`src/rtl/rb_wb_arb_pkg.sv`:
```
// Shared definitions for the register-bank writeback path: default widths and arbiter states.
package rb_wb_arb_pkg;
   localparam int DATA_W_DEF = 32;
   localparam int ADDR_W_DEF = 5;

   typedef enum logic {
      CLEAR = 1'b0,
      RUN   = 1'b1
   } arbState_t;
endpackage

```
`src/rtl/rb_wb_arb_rr_arb2.sv`:
```
// Two-requester round-robin grant: ptr=0 lets the ALU win a tie, ptr=1 lets memory win.
module rr_arb2 (
   input  logic reqA,
   input  logic reqM,
   input  logic ptr,
   output logic gntA,
   output logic gntM
);
   always_comb begin
      gntA = reqA & (~reqM | ~ptr);
      gntM = reqM & (~reqA | ptr);
   end
endmodule

```
`src/rtl/rb_wb_arb.sv`:
```
// Writeback arbiter for the register bank: zero-sweeps the bank after reset or on request,
// then merges ALU and load writebacks round-robin with one cycle of latency.
module rb_wb_arb
   import rb_wb_arb_pkg::*;
#(
   parameter int DATA_W = DATA_W_DEF,
   parameter int ADDR_W = ADDR_W_DEF
) (
   input  logic              clk,
   input  logic              rst,
   input  logic              clear_req,
   input  logic              a_valid,
   input  logic [ADDR_W-1:0] a_reg,
   input  logic [DATA_W-1:0] a_data,
   output logic              a_ready,
   input  logic              m_valid,
   input  logic [ADDR_W-1:0] m_reg,
   input  logic [DATA_W-1:0] m_data,
   output logic              m_ready,
   output logic              regWrite,
   output logic [ADDR_W-1:0] writeReg,
   output logic [DATA_W-1:0] writeData,
   output logic              busy,
   output logic              clear_done
);
   localparam logic [ADDR_W-1:0] LAST_IDX = '1;

   arbState_t         stateReg, stateNext;
   logic [ADDR_W-1:0] clrIdxReg, clrIdxNext;
   logic              rrPtrReg, rrPtrNext;
   logic              wrValidReg, wrValidNext;
   logic [ADDR_W-1:0] wrRegReg, wrRegNext;
   logic [DATA_W-1:0] wrDataReg, wrDataNext;

   logic              inRun, gntA, gntM;
   logic [ADDR_W-1:0] hsReg;
   logic [DATA_W-1:0] hsData;

   assign inRun = (stateReg == RUN) && !rst;

   rr_arb2 u_rrArb (
      .reqA (a_valid & inRun),
      .reqM (m_valid & inRun),
      .ptr  (rrPtrReg),
      .gntA (gntA),
      .gntM (gntM)
   );

   assign a_ready = gntA;
   assign m_ready = gntM;
   assign hsReg   = gntM ? m_reg : a_reg;
   assign hsData  = gntM ? m_data : a_data;

   // wrRegReg/wrDataReg always hold the most recent bank write, so they double as the hold value.
   always_comb begin
      stateNext   = stateReg;
      clrIdxNext  = clrIdxReg;
      rrPtrNext   = rrPtrReg;
      wrValidNext = 1'b0;
      wrRegNext   = wrRegReg;
      wrDataNext  = wrDataReg;
      case (stateReg)
         CLEAR: begin
            // A write accepted alongside clear_req goes out first; the sweep waits one cycle.
            if (!wrValidReg) begin
               wrRegNext  = clrIdxReg;
               wrDataNext = '0;
               if (clrIdxReg == LAST_IDX) begin
                  stateNext  = RUN;
                  clrIdxNext = '0;
               end else begin
                  clrIdxNext = clrIdxReg + ADDR_W'(1);
               end
            end
         end
         RUN: begin
            if (gntA || gntM) begin
               rrPtrNext = gntA;
               if (hsReg != '0) begin
                  wrValidNext = 1'b1;
                  wrRegNext   = hsReg;
                  wrDataNext  = hsData;
               end
            end
            if (clear_req) begin
               stateNext  = CLEAR;
               clrIdxNext = '0;
            end
         end
         default: stateNext = CLEAR;
      endcase
   end

   always_comb begin
      regWrite   = 1'b0;
      writeReg   = '0;
      writeData  = '0;
      clear_done = 1'b0;
      busy       = 1'b1;
      if (!rst) begin
         busy = (stateReg == CLEAR);
         if ((stateReg == CLEAR) && !wrValidReg) begin
            regWrite   = 1'b1;
            writeReg   = clrIdxReg;
            writeData  = '0;
            clear_done = (clrIdxReg == LAST_IDX);
         end else begin
            regWrite  = wrValidReg;
            writeReg  = wrRegReg;
            writeData = wrDataReg;
         end
      end
   end

   always_ff @(posedge clk) begin
      if (rst) begin
         stateReg   <= CLEAR;
         clrIdxReg  <= '0;
         rrPtrReg   <= 1'b0;
         wrValidReg <= 1'b0;
         wrRegReg   <= '0;
         wrDataReg  <= '0;
      end else begin
         stateReg   <= stateNext;
         clrIdxReg  <= clrIdxNext;
         rrPtrReg   <= rrPtrNext;
         wrValidReg <= wrValidNext;
         wrRegReg   <= wrRegNext;
         wrDataReg  <= wrDataNext;
      end
   end
endmodule

```
`config.mk`:
```
export PLATFORM = sky130hd
export DESIGN_NAME = rb_wb_arb
export DESIGN_NICKNAME = d
export VERILOG_FILES = /design/src/rtl/rb_wb_arb_pkg.sv /design/src/rtl/rb_wb_arb_rr_arb2.sv /design/src/rtl/rb_wb_arb.sv
export SDC_FILE = /design/constraint.sdc
export NUM_CORES = 1
export LEC_CHECK = 0
export CORE_ASPECT_RATIO = 0.7
export CORE_MARGIN = 2
export CORE_UTILIZATION = 38
export CTS_BUF_LIST = sky130_fd_sc_hd__clkbuf_4
export CTS_CLUSTER_SIZE = 30
export DETAILED_ROUTE_END_ITERATION = 8
export PLACE_DENSITY = 0.82
export SETUP_SLACK_MARGIN = 0.02
export SYNTH_ARGS = -nofsm -noshare
export SYNTH_HDL_FRONTEND = slang
export SYNTH_HIERARCHICAL = 1
export SYNTH_SLANG_ARGS = --single-unit
export TNS_END_PERCENT = 20
```
`constraint.sdc`:
```
create_clock -name clk -period 2.1 [get_ports clk]
set_input_delay 0.315 -clock clk [delete_from_list [all_inputs] [get_ports clk]]
set_output_delay 0.315 -clock clk [all_outputs]
set_load 0.02 [all_outputs]
```
# After elaboration in Yosys (flattened, before gate mapping)
# Cells that the tools add are included.
# totals
reg_bits	45
in_bits	79
output_inout_bits	42
wordCells	61
# classes
n_addsub	1
n_eq_ne	5
mux	28
n_bitwise	11
n_reduce_logical	10
# ops
operator	n
2-to-1 mux 32 bit	6
case mux 32 bit (2 select lines)	1
2-to-1 mux 5 bit	9
case mux 5 bit (2 select lines)	2
2-to-1 mux 1 bit	9
adder 5 x 1 -> 5 bit (second input constant)	1
equality test 5 bit (second input constant)	1
NOT 1 bit	5
nonzero test 5 bit	1
bitwise AND 1 bit	4
!= test 2 x 1 -> 1 bit (second input constant)	2
!= test 2 bit (second input constant)	2
AND reduction 2 bit	2
AND reduction 3 bit	1
OR reduction 3 bit	1
logical AND 1 bit	2
zero test 1 bit	2
OR 1 bit	2
case mux 1 bit (2 select lines)	1
logical OR 1 bit	1

# Longest topological paths before layout
# Gate-level depths: netlist of run 1.
# logic_depth
depth_word	11
mapped_depth	11
ltp_nobuf	7

# By module
# The synthesis of run 1 kept the hierarchy.
# by_module_without_submodules
mod	n_inst	cells_each	area_per_inst_um2	seq_area_each_um2
rb_wb_arb	1	265	2467.4	900.9
rr_arb2	1	3	18.8	0.0

# Worst setup path after synthesis of run 1
# Ideal clock, no wire load.
# synth_path
path_type	reg2reg
startpoint	register stateReg
endpoint	register wrDataReg[10]
setup_time_ns	0.121
arrival_ns	2.456
t_required_ns	1.979
path_slack_ns	-0.478
stages_incl_launch_ff	12
n_path_buf	4
synth_period_minus_slack_ns	2.578
path_cell_list	dfxtp_1 buf_2 nor2b_1 and2_1 a21boi_1 buf_6 nor4b_2 o22ai_1 o211a_1 buf_6 buf_6 mux2_4
# synth_via
elab_chain_len	9
elab_cells_between_ends	21
cone_classes	eq/ne (3); mux (5); bitwise (9); reduce/logical (4)
# synth_lines
item	line_no	source
start, declared	rb_wb_arb.sv:28	arbState_t stateReg, stateNext;
start signal, assigned	rb_wb_arb.sv:124	stateReg <= stateNext;
logical AND 1 bit *	rb_wb_arb.sv:39	assign inRun = (stateReg == RUN) && !rst;
bitwise AND 1 bit	rb_wb_arb.sv:42	.reqA (a_valid & inRun),
NOT 1 bit	rb_wb_arb_rr_arb2.sv:11	gntM = reqM & (~reqA | ptr);
OR 1 bit	rb_wb_arb_rr_arb2.sv:11	
bitwise AND 1 bit *	rb_wb_arb_rr_arb2.sv:11	
net m_ready	rb_wb_arb.sv:19	output logic m_ready,
2-to-1 mux 5 bit or 2-to-1 mux 32 bit (tied branches)	rb_wb_arb.sv:51, rb_wb_arb.sv:52	
nonzero test 5 bit or 2-to-1 mux 32 bit (tied branches)	rb_wb_arb.sv:79	if (hsReg != '0) begin
!= test 2 x 1 -> 1 bit (no line) or 2-to-1 mux 32 bit (tied branches)	-	
AND reduction 3 bit (no line) or case mux 32 bit (2 select lines) (tied branches)	-	
end signal, assigned	rb_wb_arb.sv:129	wrDataReg <= wrDataNext;
end, declared	rb_wb_arb.sv:33	logic [DATA_W-1:0] wrDataReg, wrDataNext;
# The timed path passes the listed nets; every way through them passes the cells marked *. The select of a mux whose other input is x is not followed.
# A chain may end at the register's enable or synchronous reset.

# Worst setup path in the final report of run 1
# layout_path
startpoint	register stateReg
endpoint	register wrDataReg[14]
# layout_via
elab_chain_len	9
elab_cells_between_ends	21
cone_classes	eq/ne (3); mux (5); bitwise (9); reduce/logical (4)
# layout_lines
item	line_no
logical AND 1 bit	rb_wb_arb.sv:39
bitwise AND 1 bit	rb_wb_arb.sv:42
NOT 1 bit	rb_wb_arb_rr_arb2.sv:11
OR 1 bit	rb_wb_arb_rr_arb2.sv:11
bitwise AND 1 bit	rb_wb_arb_rr_arb2.sv:11
2-to-1 mux 5 bit or 2-to-1 mux 32 bit (tied branches)	rb_wb_arb.sv:51, rb_wb_arb.sv:52
nonzero test 5 bit or 2-to-1 mux 32 bit (tied branches)	rb_wb_arb.sv:79
!= test 2 x 1 -> 1 bit (no line) or 2-to-1 mux 32 bit (tied branches)	-
AND reduction 3 bit (no line) or case mux 32 bit (2 select lines) (tied branches)	-
# Several ways; a longest one is shown, not always the timed one. The select of a mux whose other input is x is not followed.

==> impl_metrics.json, run 1 <==
{
  "r2r_cells": 8,
  "drc": 0,
  "crit_type": "flop to flop",
  "irDropWorstVdd_uv": 192,
  "diodes": 0,
  "route.vias.total": 2510,
  "fill_cells": 492,
  "relSlewSlack": 0.733,
  "syn_to_final_growth_pct": 68.4,
  "yosysTopAreaCell": "dfxtp_1",
  "yosysTopAreaCellShare": 0.362,
  "drv_slew": 0,
  "cts_max_level": 2,
  "synth_area_um2": 2490,
  "ys.flop_type": "dfxtp_1",
  "reg2reg_slack_ns": -0.05,
  "cts_root_buf": "clkbuf_4",
  "yosys_warnings": 6,
  "min_period_over_period": 1.03,
  "min_period_ns": 2.15,
  "syn_avg_cell_area_um2": 9.28,
  "endpoint_kind": "flop",
  "cp_num_buf_inv": 1,
  "drive_above_1_share": 0.355,
  "pre_cts_slack_ns": -0.499,
  "synth_fp_nets": 349,
  "gp_congestion": 0.837,
  "drv_cap": 0,
  "drtIter0Drc": 85,
  "min_path_cells": 3,
  "fmax_ghz": 0.464,
  "first_pass_iters": 4,
  "cts.hold.buffers_added": 0,
  "hold_path.startpoint": "rst",
  "violations": "setup timing",
  "ys_top_cells_by_area": "dfxtp_1 (36%), mux2_4 (12%), mux2i_1 (10%), and2_1 (7.3%), nor2_1 (6.6%)",
  "finalHoldViolations": 0,
  "cellPowerDensity_nw_per_um2": 369,
  "grt_setup_unrepaired": "yes",
  "slowest_delay_ns": 0.37,
  "first_global_vias": 2445,
  "dr_wl_met2_mm": 3.72,
  "crit_required_ns": 2.36,
  "path_max_fanout": 7,
  "synthArstFlopShare": 0,
  "cts_buffers": 5,
  "wl_per_cell_um": 15.2,
  "place_area_um2": 4020,
  "hp-class": "primary input to flop",
  "grt-ovfl-total": 0,
  "grt_pass1_wl_mm": 11.5,
  "finalWorstSetupSlack_ns": -0.0533,
  "syn_inst": 268,
  "cts_max_path_buffers": 2,
  "num_io_pins": 121,
  "hold_end": "clrIdxReg[4]$_SDFFE_PP0P_",
  "outcome": "finished, violations left",
  "synthDistinctLibCells": 32,
  "worstMarginPinSlew_ns": 0.401,
  "fin_worst_skew_ns": 0.0130,
  "yosysMostFrequentCell": "dfxtp_1",
  "cellLeakagePower_nw": 1.79,
  "vias_per_cell": 4.99,
  "p_total_mw": 1.54,
  "grt_max_degree": 32,
  "cp_data_arrival_time_ns": 2.42,
  "highest_layer": "met4",
  "regToRegEndpoint": "wrDataReg[14]$_SDFFE_PP0P_",
  "start_kind": "flop",
  "grt.total_usage": 0.200,
  "crit_family": "compound AO/OA/AOI/OAI gates",
  "crit_path_cell_trace": "nor2b_4, and2_4, a21boi_4, nor3b_1, o22ai_2, o211a_4, clkbuf_16, mux2_4",
  "start_util": 0.396,
  "die_area_um2": 7220,
  "synthTopCellsByCount": "dfxtp_1 (45), nor2_1 (44), and2_1 (29)",
  "stdcell_area_um2": 4190,
  "port_buffers": 120,
  "detail-route-antenna-nets": 0,
  "layout.nets": 505,
  "yosysSeqAreaShare": 0.362,
  "setup_viol": 29,
  "dp_hpwl_mm": 5.55,
  "synth_edf_count": 0,
  "path_clk_slew_ns": 0.13,
  "wl_met3_um": 546,
  "cp_slowest_cell": "dfxtp_2",
  "drt_wl_total_mm": 7.63,
  "antenna_found_initial": 0,
  "worstSkewPairLatency_ns": 0.36,
  "wirelength_met1_mm": 3.32,
  "die_y_um": 71.7,
  "rows": 24,
  "cts_sinks": 45,
  "chipWidth_um": 101,
  "synth-seq-cells": 45,
  "placeableCoreArea_um2": 6280,
  "cts_tree": "built",
  "r2r_start": "stateReg$_SDFF_PP0_"
}
[kinds of logic after synthesis]
group	count (synthesis)	synth area share
adders and majority gates	2	0.0101
muxes	52	0.253
and+or+nand+nor	96	0.195
buffers and inverters	30	0.0599
AOI/OAI and AO/OA	43	0.120
DFF	45	0.362
[power by group]
group | switching (mW) | internal, mW | total, mW
clock | 0.288 | 0.141 | 0.429
combinational | 0.0796 | 0.169 | 0.249
sequential | 0.00452 | 0.861 | 0.866
total | 0.372 | 1.17 | 1.54
[cells in the final DEF (no fill, tap or decap), drive strengths merged]
cell	Yosys	final
and2	29	29
clkdlybuf4s15	0	11
nor4	1	1
a22oi	9	9
o22ai	11	11
a221oi	5	5
and3	1	1
clkinv	0	2
nor2b	2	2
nor3b	2	2
mux2	26	26
dfxtp	45	45
dlymetal6s2s	0	1
o21bai	6	6
inv	11	11
buf	9	64
nand2	9	9
clkdlybuf4s50	0	78
or2	1	1
nand3	1	1
or3b	1	1
o211a	1	1
ha	2	2
o21ai	3	3
a21boi	2	2
or3	2	2
a21oi	5	5
nor3	1	1
dlygate4sd2	0	1
o211ai	1	1
nor2	45	45
nor4b	1	1
clkbuf	10	19
mux2i	26	26
[state kept, by name, indices dropped and copies added (netlist names)]
register	count
rrPtrReg	1
clrIdxReg	5
wrValidReg	1
wrDataReg	32
stateReg	1
wrRegReg	5
[routing by layer]
| layer | up-vias | track usage |
|---|---|---|
| met5 | - | 0 |
| met4 | 0 | 0.0350 |
| met3 | 6 | 0.0576 |
| met2 | 92 | 0.347 |
| met1 | 1170 | 0.251 |
| li1 | 1242 | - |
[how the worst max path moves through the flow]
stage,start,to,slack (ns),depth (start not counted)
2_1_floorplan,stateReg$_SDFF_PP0_,wrDataReg[10]$_SDFFE_PP0P_,-0.12,11
3_3_place_gp,rst,m_ready,-0.41,6
3_5_place_dp,rst,wrRegReg[2]$_SDFFE_PP0P_,-0.50,10
4_1_cts,stateReg$_SDFF_PP0_,m_ready,-0.15,5
5_1_grt,stateReg$_SDFF_PP0_,wrDataReg[18]$_SDFFE_PP0P_,-0.15,8
6_report,stateReg$_SDFF_PP0_,wrDataReg[14]$_SDFFE_PP0P_,-0.05,8
[stage by stage]
step / TNS [ns] / instances / util / hold slack, ns
after detailed placement: -28.36 / 487 / 0.640 / 0.496
after global routing: -4.59 / 503 / 0.667 / 0.521
after global placement: -24.05 / 487 / 0.640 / 0.476
after CTS: -0.520 / 496 / 0.657 / 0.515
final: -1.01 / 503 / 0.667 / 0.522
after floorplan: -2.39 / 268 / - / 0.412
[layout make-up]
cell class,count,area (µm²),share of cell area
tap,78,97.6,0.0233
multi-input combinational,193,1580,0.377
clock inverter,2,10.0,0.00239
inverter,11,41.3,0.00986
sequential,45,902,0.215
timing repair buffer,168,1510,0.361
clock buffer,6,45.0,0.0108
[worst min-delay path: cells and delay by family]
| kind | cells | cell delay [ns] |
|---|---|---|
| buf+inv | 2 | 0.46 |
| simple gates | 1 | 0.06 |
[timing repair]
item,in CTS,in global routing
setup buffers,0,4
gates resized for setup,117,58
pin swaps,2,8
cloned,1,3
endpoints found under the setup margin,71,75
Note: power is estimated with default switching activity, not from simulation.
==> inputs of run 2 (changes only) <==
- GPL_TIMING_DRIVEN: default -> 0
==> run 2 against run 1 <==
Net effect:
- the run still ends with setup timing left
- total power rose by 5.1%
- critical path depth rose by 3
- sequential share of layout area increased by 1.3 points
- largest cell class unchanged
- largest power group unchanged
- highest routed layer unchanged
==> impl_metrics.json, run 2 (synthesis gave the netlist of run 1 again) <==
{
  "irDropWorstVdd_uv": 279,
  "path_max_fanout": 10,
  "place_area_um2": 3830,
  "min_period_ns": 2.28,
  "dp.cells": 466,
  "dp_hpwl_mm": 5.41,
  "layout.nets": 484,
  "violations": "setup timing",
  "vias_per_cell": 5.02,
  "regMostFlops": "wrDataReg",
  "cts_root_buf": "clkbuf_4",
  "reg_top3": "wrDataReg: 32 flops, clrIdxReg: 5 flops, wrRegReg: 5 flops",
  "start_util": 0.396,
  "endpoint_kind": "flop",
  "cts_max_path_buffers": 2,
  "relSlewSlack": 0.684,
  "port_buffers": 120,
  "antenna_found_initial": 0,
  "p_switching_mw": 0.358,
  "route.vias.total": 2416,
  "mostFrequentLayoutCell": "clkdlybuf4s50_1",
  "drv_cap": 0,
  "fin_worst_skew_ns": 0.0155,
  "setup-tns-final_ns": -5.08,
  "drc": 0,
  "final_cells": 481,
  "path_clk_slew_ns": 0.14,
  "start_kind": "flop",
  "p_int_mw": 1.27,
  "min_period_over_period": 1.09,
  "chipWidth_um": 101,
  "slowest_delay_ns": 0.35,
  "first_pass_iters": 4,
  "seqPwrFrac": 0.535,
  "cp_data_arrival_time_ns": 2.53,
  "die_y_um": 71.7,
  "drtIter0Drc": 89,
  "hp-class": "flop to flop",
  "cts_sinks": 45,
  "crit_path_cell_trace": "buf_6, nor2b_4, and2_4, a21boi_4, buf_6, nor4b_4, o22ai_2, o211a_1, buf_6, buf_12, mux2_4",
  "grt-ovfl-total": 0,
  "cts_buffers": 5,
  "drv_slew": 0,
  "power.share.switching": 0.220,
  "grt_setup_unrepaired": "yes",
  "worstSkewPairLatency_ns": 0.36,
  "wl_per_cell_um": 14.8,
  "syn_to_final_growth_pct": 59.0,
  "cp_slowest_cell": "dfxtp_2",
  "gp_congestion": 0.892,
  "crit_family": "simple AND/OR/NAND/NOR gates",
  "cts_tree": "built",
  "finalWorstSetupSlack_ns": -0.181,
  "p_comb_frac": 0.144,
  "fill_cells": 567,
  "cp_num_buf_inv": 4,
  "crit_top_cell": "buf_6",
  "drive_above_1_share": 0.261,
  "finalHoldViolations": 0,
  "crit_required_ns": 2.35,
  "mostFrequentLayoutCells": "clkdlybuf4s50_1 (77), nor2_1 (42), dfxtp_1 (42)",
  "cellPowerDensity_nw_per_um2": 411,
  "grt_pass1_wl_mm": 11.5,
  "clockPowerShare": 0.321,
  "stdcell_area_um2": 3950,
  "grt_max_degree": 14,
  "grt.total_usage": 0.199,
  "cellLeakagePower_nw": 1.68,
  "cts_max_level": 2,
  "placeableCoreArea_um2": 6280,
  "worstMarginPinSlew_ns": 0.474,
  "largest_reg_flops": 32,
  "drt_wl_total_mm": 7.11,
  "crit_type": "flop to flop",
  "outcome": "finished, violations left",
  "fmax_ghz": 0.438,
  "diodes": 0,
  "first_global_vias": 2451,
  "die_area_um2": 7220,
  "setup_viol": 53,
  "num_io_pins": 121,
  "rows": 24,
  "detail-route-antenna-nets": 0
}
==> run 2: cell count changes in the layout (fill, tap and decap cells not counted), moves of 4 or more <==
| cell | change |
|---|---|
| a221oi_1 | +5 |
| a221oi_2 | -5 |
| buf_2 | -14 |
| buf_4 | -28 |
| clkbuf_2 | +9 |
| dlygate4sd2_1 | +11 |
| nor2_1 | +4 |
==> run 2: area by class of cell <==
| cell class | count | area [µm²] | share of cell area |
|---|---|---|---|
| multi-input cells | 193 | 1500 | 0.380 |
| well taps | 78 | 97.6 | 0.0247 |
| clock buffers | 5 | 37.5 | 0.00949 |
| flip-flops and latches | 45 | 905 | 0.229 |
| clock inverters | 2 | 35.0 | 0.00886 |
| plain buffers | 19 | 170 | 0.0430 |
| repair buffers | 128 | 1160 | 0.294 |
| inverters | 11 | 41.3 | 0.0104 |
==> run 2: power by group through the flow <==
stage / sequential (mW) / clock, mW / combinational, mW
floorplan: 0.885 / 0 / 0.0628
global placement: 0.886 / 0 / 0.229
detailed placement: 0.886 / 0 / 0.236
CTS: 0.868 / 0.529 / 0.237
global route: 0.870 / 0.565 / 0.256
finish: 0.868 / 0.520 / 0.234
==> run 2: stage by stage <==
step	power, mW	utilization	worst slack [ns]	hold WS [ns]
floorplan	0.948	-	-0.120	0.412
global placement	1.11	0.610	-0.687	0.474
detailed placement	1.12	0.610	-0.708	0.480
CTS	1.63	0.639	-0.196	0.498
global route	1.69	0.630	-0.261	0.507
finish	1.62	0.630	-0.181	0.491
==> run 2: tightest hold or removal path, delay by kind of cell, from the launching register on <==
kind	cells	cell delay (ns)
flip-flops	1	0.32
AND/OR/NAND/NOR	1	0.06
AO/OA/AOI/OAI	1	0.07
==> run 2: metal layers <==
layer	share of wire	wire, µm	up-vias	track usage
li1	-	-	1198	-
met1	0.44	3100	1131	0.251
met2	0.49	3460	81	0.351
met3	0.071	503	6	0.0488
met4	0.0068	48	0	0.0350
met5	0	0	-	0
==> run 2: worst paths after layout <==
kind	start	to	slack, ns	cells past startpoint
setup / recovery	stateReg$_SDFF_PP0_	wrDataReg[20]$_SDFFE_PP0P_	-0.18	11
hold / removal	wrDataReg[26]$_SDFFE_PP0P_	wrDataReg[26]$_SDFFE_PP0P_	0.49	2
setup reg to reg	stateReg$_SDFF_PP0_	wrDataReg[20]$_SDFFE_PP0P_	-0.18	11
hold reg to reg	wrDataReg[26]$_SDFFE_PP0P_	wrDataReg[26]$_SDFFE_PP0P_	0.49	2
==> run 2: what timing repair did <==
| item | CTS | global route |
|---|---|---|
| gates cloned | 0 | 0 |
| endpoints found under the setup margin | 80 | 76 |
| pin swaps | 3 | 4 |
| buffers inserted | 6 | 2 |
| resized for setup | 106 | 29 |
| hold buffers | 0 | 0 |
